<file path="src/rtl/cpu_pkg.sv">
// rtl/cpu_pkg.sv - shared CPU register-file constants and write-enable decoder state type
package cpu_pkg;

  localparam int REG_COUNT  = 16;
  localparam int REG_ADDR_W = 4;

  typedef enum logic [0:0] {
    IDLE  = 1'b0,
    CLEAR = 1'b1
  } state_t;

endpackage

</file>
<file path="src/rtl/regfile_we_decoder_if.sv">
// rtl/regfile_we_decoder_if.sv - writeback/clear bus between decode stage and write-enable decoder
interface regfile_we_decoder_if
  import cpu_pkg::*;
#(
  parameter int NUM_OUT = REG_COUNT
);
  localparam int ADDR_W = $clog2(NUM_OUT);

  logic               wr_en;
  logic [ADDR_W-1:0]  wr_addr;
  logic               clear_req;
  logic [NUM_OUT-1:0] we_out;
  logic               zero_wr;
  logic               busy;
  logic               clear_done;
  logic               addr_err;

  modport master (
    output wr_en, wr_addr, clear_req,
    input  we_out, zero_wr, busy, clear_done, addr_err
  );

  modport slave (
    input  wr_en, wr_addr, clear_req,
    output we_out, zero_wr, busy, clear_done, addr_err
  );

endinterface

</file>
<file path="src/rtl/onehot_dec.sv">
// rtl/onehot_dec.sv - combinational address to one-hot decoder with range flag
module onehot_dec #(
  parameter int NUM_OUT = 16
) (
  input  logic                       en,
  input  logic [$clog2(NUM_OUT)-1:0] addr,
  output logic [NUM_OUT-1:0]         onehot,
  output logic                       out_of_range
);
  logic [31:0] addr_ext;

  assign addr_ext = 32'(addr);

  // Decode by comparison so addresses past NUM_OUT give all-zero, never X.
  always_comb begin
    onehot       = '0;
    out_of_range = 1'b0;
    for (int i = 0; i < NUM_OUT; i++) begin
      onehot[i] = en && (addr_ext == 32'(i));
    end
    out_of_range = en && (addr_ext >= 32'(NUM_OUT));
  end

endmodule

</file>
<file path="src/rtl/regfile_we_decoder.sv">
// rtl/regfile_we_decoder.sv - registered register-file write-enable decoder with clear sweep
module regfile_we_decoder
  import cpu_pkg::*;
#(
  parameter int NUM_OUT        = REG_COUNT,
  parameter bit CLEAR_ON_RESET = 1'b1
) (
  input  logic                 clk,
  input  logic                 reset_n,
  regfile_we_decoder_if.slave  bus
);
  localparam int ADDR_W = $clog2(NUM_OUT);
  localparam logic [ADDR_W-1:0] LAST_IDX = ADDR_W'(NUM_OUT - 1);

  state_t              state;
  state_t              state_nxt;
  logic [ADDR_W-1:0]   cnt;
  logic [ADDR_W-1:0]   cnt_nxt;
  logic                done_nxt;

  logic                dec_en;
  logic [ADDR_W-1:0]   dec_addr;
  logic [NUM_OUT-1:0]  dec_onehot;
  logic                dec_oor;

  logic [NUM_OUT-1:0]  we_out_q;
  logic                zero_wr_q;
  logic                clear_done_q;
  logic                addr_err_q;

  // The single decoder serves the writeback path when idle and the sweep counter when clearing.
  always_comb begin
    dec_en   = bus.wr_en;
    dec_addr = bus.wr_addr;
    if (state == CLEAR) begin
      dec_en   = 1'b1;
      dec_addr = cnt;
    end
  end

  onehot_dec #(
    .NUM_OUT (NUM_OUT)
  ) u_dec (
    .en           (dec_en),
    .addr         (dec_addr),
    .onehot       (dec_onehot),
    .out_of_range (dec_oor)
  );

  // Next state: a clear request always (re)starts the sweep and beats the final-cycle exit.
  always_comb begin
    state_nxt = state;
    cnt_nxt   = cnt;
    done_nxt  = 1'b0;
    case (state)
      IDLE: begin
        if (bus.clear_req) begin
          state_nxt = CLEAR;
          cnt_nxt   = '0;
        end
      end
      CLEAR: begin
        cnt_nxt = cnt + ADDR_W'(1);
        if (bus.clear_req) begin
          cnt_nxt = '0;
        end else if (cnt == LAST_IDX) begin
          state_nxt = IDLE;
          cnt_nxt   = '0;
          done_nxt  = 1'b1;
        end
      end
      default: begin
        state_nxt = IDLE;
        cnt_nxt   = '0;
      end
    endcase
  end

  // State and sweep counter; reset optionally lands directly in the sweep.
  always_ff @(posedge clk or negedge reset_n) begin
    if (!reset_n) begin
      if (CLEAR_ON_RESET) state <= CLEAR;
      else                state <= IDLE;
      cnt <= '0;
    end else begin
      state <= state_nxt;
      cnt   <= cnt_nxt;
    end
  end

  // Output registers; writes seen while clearing are dropped because the decoder is fed by cnt.
  always_ff @(posedge clk or negedge reset_n) begin
    if (!reset_n) begin
      we_out_q     <= '0;
      zero_wr_q    <= 1'b0;
      clear_done_q <= 1'b0;
      addr_err_q   <= 1'b0;
    end else begin
      we_out_q     <= dec_onehot;
      zero_wr_q    <= (state == CLEAR);
      clear_done_q <= done_nxt;
      addr_err_q   <= (state == IDLE) && dec_oor;
    end
  end

  assign bus.we_out     = we_out_q;
  assign bus.zero_wr    = zero_wr_q;
  assign bus.clear_done = clear_done_q;
  assign bus.addr_err   = addr_err_q;
  assign bus.busy       = (state == CLEAR);

endmodule

</file>
<file path="src/flat_wrapper.sv">
// flat-port wrapper written by rule: the top's interface ports become plain ports
module regfile_we_decoder_flat import cpu_pkg::*;
#(
  parameter int NUM_OUT        = REG_COUNT,
  parameter bit CLEAR_ON_RESET = 1'b1
)
  (clk, reset_n, bus_wr_en, bus_wr_addr, bus_clear_req, bus_we_out, bus_zero_wr, bus_busy, bus_clear_done, bus_addr_err);
  regfile_we_decoder_if #(.NUM_OUT(NUM_OUT)) bus_i ();
  input  logic clk;
  input  logic reset_n;
  input wire logic [$bits(bus_i.wr_en)-1:0] bus_wr_en;
  input wire logic [$bits(bus_i.wr_addr)-1:0] bus_wr_addr;
  input wire logic [$bits(bus_i.clear_req)-1:0] bus_clear_req;
  output wire logic [$bits(bus_i.we_out)-1:0] bus_we_out;
  output wire logic [$bits(bus_i.zero_wr)-1:0] bus_zero_wr;
  output wire logic [$bits(bus_i.busy)-1:0] bus_busy;
  output wire logic [$bits(bus_i.clear_done)-1:0] bus_clear_done;
  output wire logic [$bits(bus_i.addr_err)-1:0] bus_addr_err;
  assign bus_i.wr_en = bus_wr_en;
  assign bus_i.wr_addr = bus_wr_addr;
  assign bus_i.clear_req = bus_clear_req;
  assign bus_we_out = bus_i.we_out;
  assign bus_zero_wr = bus_i.zero_wr;
  assign bus_busy = bus_i.busy;
  assign bus_clear_done = bus_i.clear_done;
  assign bus_addr_err = bus_i.addr_err;
  regfile_we_decoder #(.NUM_OUT(NUM_OUT), .CLEAR_ON_RESET(CLEAR_ON_RESET)) u_core (.clk(clk), .reset_n(reset_n), .bus(bus_i));
endmodule
</file>
<file path="config.mk">
export PLATFORM = sky130hd
export DESIGN_NAME = regfile_we_decoder_flat
export DESIGN_NICKNAME = d
export VERILOG_FILES = /design/src/rtl/cpu_pkg.sv /design/src/rtl/regfile_we_decoder_if.sv /design/src/rtl/onehot_dec.sv /design/src/rtl/regfile_we_decoder.sv /design/src/flat_wrapper.sv
export SDC_FILE = /design/constraint.sdc
export NUM_CORES = 1
export LEC_CHECK = 0
export BUFFER_PORTS_ARGS = -buffer_cell sky130_fd_sc_hd__buf_2
export CAP_MARGIN = 40
export CORE_UTILIZATION = 40
export DETAILED_ROUTE_END_ITERATION = 7
export PLACE_DENSITY = 0.73
export SLEW_MARGIN = 40
export SYNTH_ARGS = -nofsm -noshare
export SYNTH_HDL_FRONTEND = slang
export SYNTH_SLANG_ARGS = --single-unit
</file>
<file path="constraint.sdc">
create_clock -name clk -period 2.9 [get_ports clk]
set_clock_uncertainty 0.1 [all_clocks]
set_input_delay 0.58 -clock clk [delete_from_list [all_inputs] [get_ports clk]]
set_output_delay 0.58 -clock clk [all_outputs]
set_load 0.02 [all_outputs]
</file>
==> impl_results.md, run 1 <==
* Layout area overhead at 15.8%
* Routed Antenna Nets at 0
* Flops & latches, synth at 23
* Post-synth net total at 89
* Routed met3 length at 76 um
* Mapped Cells at 80
* Top Metal Used: met4
* CP max stage cell: dfstp_2
* Reg clk slew, reported paths at 0.11 ns
* Most common cell after layout, fill and taps aside: buf_2
* Mapped Avg Cell Area at 12.1 um^2
* Clk pwr share at 0.256
* Mux contribution to synthesized area at 0.0103
* Max cap viols at 0
* Drt pass-1 iters at 4
* Most frequent cells in the layout: 26 x buf_2, 22 x dfrtp_1, 21 x nor2_1
* FILL cells at 217
* Register share of total power at 0.628
* Final Hold Vio Count at 0
* Final period util at 0.697
* CTS Buffer Depth at 2
* GP Congestion at 0.779
* Drt initial violations at 5
* Largest net degree at the start of global routing at 24
* Vias at 678
* Hold Buf Count CTS at 0
* Routed WL per cell at 11.7 um
* Num ports at 28
* Top delay family on crit path: flip-flops
* Nets at 117
* Comb pwr share at 0.116
* Ys flop type: dfrtp_1
* GR Overflow Total at 0
* Final setup margin at 0.879 ns
* Post-Synth Adder-Cell Area at 0.0129
* Startpoint types: flop
* WL final at 1580 um
* Post-Synth Simple-Gate Area at 0.193
* # DRC at 0
* Final setup fails at 0
* CTS Buf Count at 3
* Bufs and invs on worst path at 1
* Hold Path Class: input pin to async pin
* Clock root cell: clkbuf_4
* Main combinational cell family by area after synthesis: simple AND/OR/NAND/NOR gates
* Fraction of registers with async set/reset at 1.00
* Max Freq at 495 MHz
* Critical Path End Type: output port
* Pwr dens at 484 nW/um^2
* CP Max Fanout at 22
* CTS resizes at 0
* R2R setup slack at 1.27 ns
* Outcome: completed
* DP Worst Slack at 1.21 ns
* HPWL Detailed at 1250 um
* Port bufs at 26
* Clock Latency Late Sink at 0.30 ns
* Number of synthesized flops with an enable pin at 0
* LEAKAGE at 0.559 nW
* Peak VDD IR at 210 uV
* Chip Width at 51.2 um
* Yosys warns at 0
* Crit Path Class: flop to output port
* Diode count at 0
* Reg2reg start: u_core.bus.busy
* Psw at 0.136 mW
* Slew Viols, Final at 0
* Fin util at 0.497
* Max incr delay on CP at 0.80 ns
* Met1 Wirelength at 623 um
* Setup TNS at 0 ns
* Worst Path Arrival at 1.34 ns
* First-pass GRT wire length at 2780 um
* Initial antenna violation count at 0
* CTS HTree Levels at 1
* Vias per cell at 5.02
* GRT Total Usage at 0.146
* TritonCTS clock tree: yes
* Die Footprint at 2620 um^2
* RSZ-0062 raised after global routing: no
* Met2 Wirelength at 860 um
* Worst path cell trace: buf_2
* Core Region at 2250 um^2
* Post-CTS Setup Bufs at 0
* Vias in the first global route at 653
* Worst reg2reg path depth at 3
* R2r endpoint: u_core.bus.we_out[1]
* Critical Path RT at 2.22 ns
* Post-synthesis xor/xnor area fraction at 0.00904
* Clk sink count at 23
* Seq/Total Area, Yosys at 0.596
* Die height at 51.2 um
* Min Tclk post-route at 2.02 ns
* Net Sw Frac at 0.250
* Initial Util at 0.430
* Rows at 17
* Yosys cell types at 30
* Mapped Area at 968 um^2
* Layout cells sized above 1 at 0.374
* Post-synthesis compound-gate area fraction at 0.124
* Int Pwr at 0.407 mW
[layer usage]
layer | track usage | vias up
met4 | 0.0694 | 0
met1 | 0.175 | 327
met2 | 0.250 | 22
met5 | 0 | -
met3 | 0.0268 | 3
li1 | - | 326
[stage by stage]
step	cell area, um^2	power [mW]	std cells	hold slack, ns
detailed placement	1090	0.411	131	0.477
CTS	1120	0.553	135	0.133
global placement	1090	0.409	131	0.464
global route	1120	0.578	135	0.147
floorplan	968	0.384	80	0.184
finish	1120	0.542	135	0.117
[power groups by stage]
stage	logic [mW]	registers, mW	clock network (mW)
finish	0.0629	0.341	0.139
global route	0.0711	0.342	0.164
CTS	0.0645	0.341	0.147
detailed placement	0.0643	0.347	0
global placement	0.0632	0.346	0
floorplan	0.0288	0.355	0
[state kept, by name, indices dropped and copies added (netlist names)]
| register | count |
|---|---|
| u_core.bus.clear_done | 1 |
| u_core.cnt | 4 |
| u_core.bus.busy | 1 |
| u_core.bus.zero_wr | 1 |
| u_core.bus.we_out | 16 |
[cells in the mapped netlist (2+ instances only)]
cell type	instances	area share
a31oi_2	2	0.026
inv_1	3	0.012
dfrtp_1	22	0.57
nor2_1	21	0.081
nand3_1	2	0.010
a21oi_2	2	0.018
a21oi_1	2	0.010
and4bb_2	2	0.026
nor3_1	2	0.010
nand2_1	2	0.0078
[layout make-up]
type                            count  area (um^2)  share of cell area
Timing Repair Buffer               26          130               0.116
Clock buffer                        4         26.3              0.0234
Multi-Input combinational cell     51          342               0.305
Inverter                            3         11.3              0.0100
Sequential cell                    23          577               0.515
Tap cell                           28         35.0              0.0312
[kinds of logic after synthesis]
| kind of cell | Yosys count |
|---|---|
| buffers and inverters | 6 |
| and+or+nand+nor | 35 |
| muxes | 1 |
| other | 1 |
| AOI/OAI and AO/OA | 12 |
| DFF | 23 |
| adders and majority gates | 1 |
| xor gates and xnor gates | 1 |
[worst max path at each step]
stage	startpoint	endpoint	depth (start not counted)
4_1_cts	u_core.bus.busy	bus_busy	1
3_3_place_gp	u_core.bus.busy	bus_busy	1
2_1_floorplan	u_core.bus.busy	u_core.bus.we_out[3]	4
5_1_grt	u_core.bus.busy	bus_busy	1
6_report	u_core.bus.busy	bus_busy	1
3_5_place_dp	u_core.bus.busy	bus_busy	1
Note: power is estimated with default switching activity, not from simulation.
==> inputs of run 2 (changes only) <==
==> constraint.sdc (replaced) <==
create_clock -name clk -period 1.9 [get_ports clk]
set_clock_uncertainty 0.1 [all_clocks]
set_input_delay 0.38 -clock clk [delete_from_list [all_inputs] [get_ports clk]]
set_output_delay 0.38 -clock clk [all_outputs]
set_load 0.02 [all_outputs]
==> run 2 against run 1 <==
Against the previous run:
- core utilization is 0.78 points higher
- setup slack worse by 0.68 ns
- highest routed layer unchanged
- non-clock buffer count grew 2
==> impl_results.md, run 2 (synthesized netlist as in run 1, its figures left out) <==
* FILL cells at 216 (-0.46%)
* GRT Max-Usage Layer: met2
* CTS HTree Levels at 1 (unchanged)
* Critical Path End Type: output port
* Most frequent cells in the layout: 26 x buf_2, 22 x dfrtp_1, 21 x nor2_1
* Startpoint types: flop
* M3 GR Usage at 0.0268 (unchanged)
* Final setup fails at 0 (unchanged)
* Die Footprint at 2620 um^2 (unchanged)
* Peak VDD IR at 354 uV (+68%)
* Crit Path Class: flop to output port
* Routed WL per cell at 11.3 um (-3.8%)
* Outcome: completed
* Worst Path Arrival at 1.22 ns (-0.12 ns)
* Most common cell after layout, fill and taps aside: buf_2
* CTS Buffer Depth at 2 (unchanged)
* First-pass GRT wire length at 2560 um (-7.9%)
* Critical Path RT at 1.42 ns (-0.80 ns)
* Core Region at 2250 um^2 (unchanged)
* WL final at 1550 um (-2.4%)
* Largest net degree at the start of global routing at 24 (unchanged)
* Layout cells sized above 1 at 0.376 (+0.00232)
* Bufs and invs on worst path at 1 (unchanged)
* Reg clk slew, reported paths at 0.11 ns (about the same)
* Nets at 119 (+1.7%)
* Met2 Use GR at 0.243 (-0.00658)
* Max incr delay on CP at 0.71 ns (-0.09 ns)
* Final Cell Area at 1140 um^2 (+1.6%)
* Min Tclk post-route at 1.70 ns
* Pwr dens at 726 nW/um^2 (+50%)
* # DRC at 0 (unchanged)
* Clk sink count at 23 (unchanged)
* GR Overflow Total at 0 (unchanged)
* Die height at 51.2 um (unchanged)
* Top delay family on crit path: flip-flops
* Vias per cell at 4.72 (-6.1%)
* CTS Buf Count at 3 (unchanged)
* Final Hold Vio Count at 0 (unchanged)
* Chip Width at 51.2 um (unchanged)
* GRT Total Usage at 0.137 (-0.00882)
* CP Max Fanout at 14 (-36%)
* Max Freq at 588 MHz
* Slew Viols, Final at 0 (unchanged)
* Layout area overhead at 17.6%
* Final period util at 0.895
* Worst path cell trace: buf_2
* Register area at 577 um^2 (unchanged)
* Num ports at 28 (unchanged)
* Rows at 17 (unchanged)
* RSZ-0062 raised after global routing: no
* Vias in the first global route at 606 (-7.2%)
* GP Congestion at 0.802 (+2.9%)
* CTS resizes at 0 (unchanged)
* Area post-placement at 1100 um^2 (+0.69%)
* Multi-input gate area at 342 um^2 (unchanged)
* Hold Path Class: input pin to flop
* Vias at 646 (-4.7%)
* Number of flip-flops in the largest register at 16 (unchanged)
* CP max stage cell: dfstp_2
* Final Total Pwr at 0.827 mW (+53%)
* Initial antenna violation count at 0 (unchanged)
* LEAKAGE at 0.567 nW (+1.5%)
* Diode count at 0 (unchanged)
* Clock root cell: clkbuf_4
* Routed Antenna Nets at 0 (unchanged)
* Grt met1 use at 0.149 (-0.0263)
* Initial Util at 0.430 (unchanged)
* Setup TNS at 0 ns (unchanged)
* Port bufs at 26 (unchanged)
* Clock Latency Late Sink at 0.29 ns (about the same)
* HPWL Detailed at 1180 um (-6.3%)
* Drt initial violations at 6 (+1)
* Max cap viols at 0 (unchanged)
* Drt pass-1 iters at 4 (unchanged)
* TritonCTS clock tree: yes
==> run 2: cell types whose count changed in the layout (fill, tap and decap cells not counted), sizes merged <==
cell,before,now
dlygate4sd3,0,1
buf,26,27
==> run 2: final timing paths <==
kind                       slack [ns]  cells past startpoint       startpoint               endpoint
max                              0.20                      1  u_core.bus.busy               bus_busy
min                              0.20                      2    bus_clear_req          u_core.cnt[2]
max reg2reg                      0.38                      3  u_core.bus.busy  u_core.bus.we_out[13]
min reg2reg                      0.43                      0  u_core.bus.busy     u_core.bus.zero_wr
max in group asynchronous        0.88                      2          reset_n        u_core.bus.busy
min in group asynchronous        0.47                      2          reset_n   u_core.bus.we_out[7]
==> run 2: layout make-up <==
class,instances,area share
clock buffers,4,0.0231
inverters,3,0.00989
multi-input cells,51,0.300
flip-flops and latches,23,0.507
well taps,28,0.0308
repair buffers,28,0.130
==> run 2: power by group <==
part / switching (mW) / leakage (nW) / internal, mW
combinational: 0.0641 / 0.246 / 0.0347
clock: 0.128 / 0.0150 / 0.0817
sequential: 0.0137 / 0.306 / 0.505
total: 0.205 / 0.567 / 0.622
==> run 2: metal layers <==
| layer | share of wire | routed length, um |
|---|---|---|
| met5 | 0 | 0 |
| met2 | 0.50 | 780 |
| met1 | 0.42 | 656 |
| met4 | 0.0091 | 14 |
| met3 | 0.060 | 93 |
==> run 2: metrics by stage <==
| stage | utilization | worst slack, ns | hold WS, ns | cells |
|---|---|---|---|---|
| floorplan | - | 0.492 | -0.0156 | 80 |
| global placement | 0.489 | 0.418 | 0.262 | 132 |
| detailed placement | 0.489 | 0.394 | 0.266 | 132 |
| CTS | 0.505 | 0.179 | 0.185 | 137 |
| global route | 0.505 | 0.127 | 0.196 | 137 |
| finish | 0.505 | 0.199 | 0.198 | 137 |
==> run 2: timing repair <==
action / CTS / global route
setup buffers: 0 / 0
hold endpoints to repair: 22 / 0
hold buffers: 1 / 0
